### src/rtl/branch_resolve.sv
// rtl/branch_resolve.sv - multi-cycle branch decision unit with phase counter
//
// Purpose: tracks the instruction phase, samples the branch control and ALU
// flags once per instruction at SAMPLE_PHASE, evaluates the six RISC-V branch
// conditions and registers the taken decision and the next PC.
//
// Optional feature macro: BRANCH_RESOLVE_STATS_EN (saturating branch/taken
// statistics counters; when undefined the counter ports read constant 0).
//
// Ports:
//   clock          in   rising-edge clock
//   reset          in   synchronous active-high reset
//   stall          in   freezes phase counter and sampling
//   branch         in   current instruction is a conditional branch
//   funct3         in   branch condition select
//   alu_zero       in   rs1 - rs2 == 0
//   alu_lt         in   signed rs1 < rs2
//   alu_ltu        in   unsigned rs1 < rs2
//   pc_current     in   PC of the current instruction
//   branch_target  in   computed branch target
//   phase          out  current phase counter value
//   take_branch    out  registered decision
//   next_pc        out  registered next PC
//   decision_valid out  one-cycle pulse after each sample
//   illegal_cond   out  registered: branch with reserved funct3
//   branch_count   out  sampled branches
//   taken_count    out  taken branches

module branch_resolve #(
    parameter int PHASES       = 10,
    parameter int SAMPLE_PHASE = 4,
    parameter int PC_WIDTH     = 32,
    parameter int CNT_WIDTH    = 16
) (
    input  logic                        clock,
    input  logic                        reset,
    input  logic                        stall,
    input  logic                        branch,
    input  logic [2:0]                  funct3,
    input  logic                        alu_zero,
    input  logic                        alu_lt,
    input  logic                        alu_ltu,
    input  logic [PC_WIDTH-1:0]         pc_current,
    input  logic [PC_WIDTH-1:0]         branch_target,
    output logic [$clog2(PHASES)-1:0]   phase,
    output logic                        take_branch,
    output logic [PC_WIDTH-1:0]         next_pc,
    output logic                        decision_valid,
    output logic                        illegal_cond,
    output logic [CNT_WIDTH-1:0]        branch_count,
    output logic [CNT_WIDTH-1:0]        taken_count
);

    localparam int PW = $clog2(PHASES);
    localparam logic [PW-1:0] LAST_PHASE  = PW'(PHASES - 1);
    localparam logic [PW-1:0] SAMPLE_AT   = PW'(SAMPLE_PHASE);

    logic [PW-1:0]       phase_q, phase_d;
    logic                take_q, take_d;
    logic [PC_WIDTH-1:0] npc_q, npc_d;
    logic                valid_q, valid_d;
    logic                illegal_q, illegal_d;

    logic cond;
    logic reserved;
    logic sample;
    logic taken_now;

    always_comb begin
        cond     = 1'b0;
        reserved = 1'b0;
        case (funct3)
            3'b000:  cond = alu_zero;
            3'b001:  cond = !alu_zero;
            3'b100:  cond = alu_lt;
            3'b101:  cond = !alu_lt;
            3'b110:  cond = alu_ltu;
            3'b111:  cond = !alu_ltu;
            default: reserved = 1'b1;
        endcase
    end

    assign sample    = (phase_q == SAMPLE_AT) && !stall;
    assign taken_now = branch & cond;

    always_comb begin
        phase_d   = phase_q;
        take_d    = take_q;
        npc_d     = npc_q;
        illegal_d = illegal_q;
        valid_d   = sample;
        if (!stall) begin
            phase_d = (phase_q == LAST_PHASE) ? '0 : phase_q + PW'(1);
        end
        if (sample) begin
            take_d    = taken_now;
            // Fall-through add wraps modulo 2^PC_WIDTH.
            npc_d     = taken_now ? branch_target : pc_current + PC_WIDTH'(4);
            illegal_d = branch & reserved;
        end
    end

    always_ff @(posedge clock) begin
        if (reset) begin
            phase_q   <= '0;
            take_q    <= 1'b0;
            npc_q     <= '0;
            valid_q   <= 1'b0;
            illegal_q <= 1'b0;
        end else begin
            phase_q   <= phase_d;
            take_q    <= take_d;
            npc_q     <= npc_d;
            valid_q   <= valid_d;
            illegal_q <= illegal_d;
        end
    end

    assign phase          = phase_q;
    assign take_branch    = take_q;
    assign next_pc        = npc_q;
    assign decision_valid = valid_q;
    assign illegal_cond   = illegal_q;

`ifdef BRANCH_RESOLVE_STATS_EN
    logic [CNT_WIDTH-1:0] bcnt_q, bcnt_d;
    logic [CNT_WIDTH-1:0] tcnt_q, tcnt_d;

    always_comb begin
        bcnt_d = bcnt_q;
        tcnt_d = tcnt_q;
        if (sample && branch) begin
            if (bcnt_q != '1) bcnt_d = bcnt_q + CNT_WIDTH'(1);
            if (taken_now && (tcnt_q != '1)) tcnt_d = tcnt_q + CNT_WIDTH'(1);
        end
    end

    always_ff @(posedge clock) begin
        if (reset) begin
            bcnt_q <= '0;
            tcnt_q <= '0;
        end else begin
            bcnt_q <= bcnt_d;
            tcnt_q <= tcnt_d;
        end
    end

    assign branch_count = bcnt_q;
    assign taken_count  = tcnt_q;
`else
    assign branch_count = '0;
    assign taken_count  = '0;
`endif

endmodule

### config.mk
export PLATFORM = sky130hd
export DESIGN_NAME = branch_resolve
export DESIGN_NICKNAME = d
export VERILOG_FILES = /design/src/rtl/branch_resolve.sv
export SDC_FILE = /design/constraint.sdc
export NUM_CORES = 1
export LEC_CHECK = 0
export CAP_MARGIN = 20
export CORE_MARGIN = 1.5
export CORE_UTILIZATION = 42
export CTS_CLUSTER_DIAMETER = 30
export DETAILED_ROUTE_END_ITERATION = 10
export PLACE_DENSITY = 0.83
export SETUP_SLACK_MARGIN = 0.02
export SLEW_MARGIN = 20
export SYNTH_ARGS = -nofsm -noshare
export SYNTH_HDL_FRONTEND = slang
export SYNTH_SLANG_ARGS = --single-unit
### constraint.sdc
create_clock -name clock -period 3.25 [get_ports clock]
set_clock_uncertainty 0.05 [all_clocks]
set_input_delay 0.4875 -clock clock [delete_from_list [all_inputs] [get_ports clock]]
set_output_delay 0.4875 -clock clock [all_outputs]
set_load 0.005 [all_outputs]
==> results.md, run 1 <==
Status:
- The run finished with clean final reports.

Placed design:
- The HPWL after detailed placement is 5677 um.
- The minimum setup slack after placement is 0.2187 ns.
- The final RePlAce weighted congestion is 0.8547.
- The number of port buffers is 112.

Clock tree:
- Once the clock tree was built, the setup fixing pass inserted 0 buffers.
- The tree is rooted in a clkbuf_8.
- The clock tree from TritonCTS is built.
- The clock buffer count from CTS is 5.
- Clock latency on the worst-skew pair, taken at its later pin, is 0.29 ns.
- The post-cts resize count is 0.
- The cts-stage hold buffer count is 0.
- The H-tree generated during clock tree synthesis spans 2 levels.
- The register clock-pin slew on the reported worst setup and hold paths is 0.09 ns.
- The maximum buffer depth of the clock tree is 2.
- The sink count of the clock tree is 39.

Yosys:
- Sorting the synthesized cells by area gives the leading types as dfxtp_1 (30%), buf_4 (9.5%), xor2_1 (7.4%), a2bb2oi_1 (5.0%), nand2_1 (4.6%).
- The synthesis warning total is 0.
- The cell area that synthesis handed to floorplanning was 2611 sq um.
- Dividing the synthesized area by the synthesized cell count gives 8.135 sq um.
- The number of flip-flops and latches in the synthesized netlist is 39.
- The synthesized netlist contains 46 unique library cells.
- The synthesized design spends more area on one cell type than any other, namely dfxtp_1.
- Sequential elements use 29.90% of the synthesized area.
- The synthesized netlist cell count is 321.
- The top cell type by area accounts for 29.90% of the synthesized area.

Setup path:
- The worst setup path startpoint is funct3[1].
- The worst setup path is launched from an input pin.
- The worst setup path category is in -> reg.
- The number of cells on the worst reg-to-reg path is 6.
- The worst reg2reg path startpoint is phase[3].
- The worst endpoint data arrival time is 2.96 ns.
- Across all register-to-register paths, the minimum setup slack is 1.19 ns.
- In this run the worst setup path terminates at next_pc[11].
- The highest net fanout along the worst path is 17.
- STA classifies the critical path endpoint as a flop.
- The data required time of the worst path is 3.41 ns.
- The worst register-to-register path ends at next_pc[11].

Routing:
- The routed wire length is 7606 um.
- The number of violations reported at the end of detailed-routing iteration 0 is 105.
- The number of iterations in the first detailed-routing pass is 4.
- Once detail routing completed, the nets flagged for antenna violations numbered 0.
- The post-detailed-route via-to-cell ratio is 5.313.
- After detailed routing, the average wire length per cell comes to 15.18 um.
- The number of remaining DRC errors is 0.
- For this block, the via count after detailed routing is 2662.

Pwr:
- The maximum ir drop on the vdd rail is 261.6 uV.
- The total design power is 1.135 mW.
- The combinational fraction of design power is 20.6%.
- For this design the static power due to leakage is 1.325 nW.
- The switching portion of total power is 25.96%.
- Per report_power, the sequential group accounts for 42.9% of the total.
- The analysis attributes to net switching a power of 0.2946 mW.
- The clock network fraction of design power is 36.5%.
- The power density over the cells is 301.3 nW/um^2.
- The total internal power is 0.8402 mW.

STA:
- The total count of max-transition violations in the final report is 0.
- The final critical path takes up 86.24% of the cycle.
- Setup slack on the critical path of the routed design comes to 0.4472 ns.
- Subtracting the final worst setup slack from the clock period gives 2.803 ns.
- For the pin with the worst max-slew slack, the measured transition is 0.6416 ns.
- The total negative slack for setup checks is 0 ns.
- Setup violations remaining at the end of the flow were counted as 0.
- Setup repair after global routing left no endpoint under its margin.
- The number of hold violations in the final report was 0.
- The worst slew margin relative to its limit is 57.12%.
- Based on the critical path, the design can be clocked at up to 356.8 MHz.

Final layout:
- The diode insertion count for antenna repair is 0.
- The relative area change from synthesis to final layout is 44.23%.
- The fraction of layout instances using a drive strength above 1 is 5.399%.
- The area taken by multi-input logic gates is 1613 sq um.
- The number of nets in the layout is 500.
- Cells fill 63.24% of the core in the end.
- The sequential cell area is 780.7 sq um.
- The filler cells instantiated in the layout total 544.

Global routing:
- Global routing consumed, over all layers together, 22.26% of the routing resources.
- The first-pass GRT wire length is 11320 um.
- The largest net degree at the start of global routing is 43.
- The leftover overflow at the end of global routing is 0.
- The via count of the first global-routing pass is 2327.
- The initial antenna violation count was 0.

Die:
- The y dimension of the die is 81.85 um.
- In this run the count of I/O pins placed on the die edge is 145.
- The die is 81.85 um wide.
- Row generation in the floorplan step produced 28 rows.
- The effective utilization at floorplan is 43.84%.
- In this run the standard cell core region covers 5956 sq um.
- The area enclosed by the die boundary is 6699 sq um.

Worst hold path:
- The type of the tightest min-delay check is reg -> reg.

Run:
- Across the run, the number of max-cap violations was 0.
==> worst min-delay path by stage <==
stage / startpoint / to / slack (ns) / cells past startpoint
after floorplan: next_pc[14] / next_pc[14] / 0.39 / 2
after global placement: illegal_cond / illegal_cond / 0.39 / 2
after detailed placement: illegal_cond / illegal_cond / 0.40 / 2
after CTS: illegal_cond / illegal_cond / 0.41 / 2
after global routing: illegal_cond / illegal_cond / 0.43 / 2
final: illegal_cond / illegal_cond / 0.41 / 2
==> kinds of logic (layout without fill, tap and decap cells) <==
group | count (synthesis) | count (layout) | share of synthesized area [%]
buffers and inverters | 54 | 128 | 12.89
AOI/OAI and AO/OA | 61 | 61 | 17.49
xor gates and xnor gates | 31 | 31 | 10.40
muxes | 3 | 3 | 1.150
and+or+nand+nor | 131 | 131 | 27.55
DFF | 39 | 39 | 29.90
other | 1 | 32 | 0.1436
adders and majority gates | 1 | 1 | 0.4791
==> final cells by class <==
class                           instances  area share (%)
Timing Repair Buffer                  116           30.56
Sequential cell                        39           20.73
Inverter                                4          0.3987
Tap cell                               75           2.492
Multi-Input combinational cell        259           42.82
Clock buffer                            5           1.827
Clock inverter                          3           1.163
==> worst max-delay path, stage by stage <==
cell and delay [ns]:
clkdlybuf4s50_1 0.59, mux2i_1 0.32, mux2i_1 0.19, nor2_2 0.48, nand2_1 0.55, o221ai_1 0.34
==> cells in the mapped netlist (all sizes together) <==
master    n
o32ai     6
dfxtp    39
o221ai    2
o21bai    1
xor2     22
xnor2     9
nand3    18
o21ai     4
a311oi    5
ha        1
nor2b     3
nand2b   11
inv       4
clkbuf    9
nand2    33
and2      3
nand4    11
and3      5
nor4b     2
o22ai    17
or3       1
buf      41
a22o      1
nand4b    4
nand3b    3
conb      1
nor2     27
o21a      1
nor4      3
a211oi    2
and4      1
a2bb2oi  15
a21oi     7
mux2i     3
nor3      5
or2       1
==> routing by layer <==
layer	track usage (%)	vias to the layer above	wire (um)	part of all wire, %
li1	-	1290	-	-
met1	27.81	1260	3172	42
met2	39.02	106	3822	50
met3	4.111	6	536	7.0
met4	5.763	0	74	0.97
met5	0	-	0	0
==> through the flow <==
step                      std cells  hold slack [ns]  cell area [sq um]
final                           501           0.4101               3766
after global routing            501           0.4342               3766
after global placement          493           0.3898               3654
after CTS                       501           0.4116               3766
after detailed placement        493           0.3997               3654
after floorplan                 352           0.3925               2728
==> registers in the layout, summed over array words and instances, names as in the netlist <==
name / cells
next_pc: 32
phase: 4
decision_valid: 1
illegal_cond: 1
take_branch: 1
==> cells in the final DEF (no fill, tap or decap), types with 2 or more instances in the layout <==
cell type        Yosys  routed
clkbuf_8             0       5
nor4_4               2       2
mux2i_1              3       3
nand2b_1            10      10
a2bb2oi_1           15      15
buf_4               33       4
a21oi_1              7       7
nor2_1              27      26
dfxtp_1             39      39
nor2b_1              3       3
xnor2_1              9       9
o221ai_1             2       2
and3_1               5       5
nor3_1               5       5
nand4_1             10      10
o21ai_0              3       3
nand2_1             32      32
nand4b_1             4       4
xor2_1              22      22
nand3b_1             3       3
o32ai_1              6       6
conb_1               1      32
and2_1               3       3
a311oi_1             4       4
inv_1                3       3
o22ai_1             17      17
clkdlybuf4s50_1      0     112
nand3_1             18      18
==> power by group through the flow <==
| stage | Clock, mW | Combinational, mW | Sequential, mW |
|---|---|---|---|
| final | 0.414 | 0.234 | 0.487 |
| after global routing | 0.438 | 0.252 | 0.488 |
| after CTS | 0.419 | 0.233 | 0.487 |
| after detailed placement | 0 | 0.231 | 0.498 |
| after global placement | 0 | 0.229 | 0.498 |
| after floorplan | 0 | 0.124 | 0.498 |
Power figures use the tool's default switching activity.
==> run 2: changes to the inputs <==
SLEW_MARGIN = default   (was 20)
TNS_END_PERCENT = 30   (was default)
==> results of run 2 <==
Same layout as run 1: the final DEF is identical, and so are final timing and power.
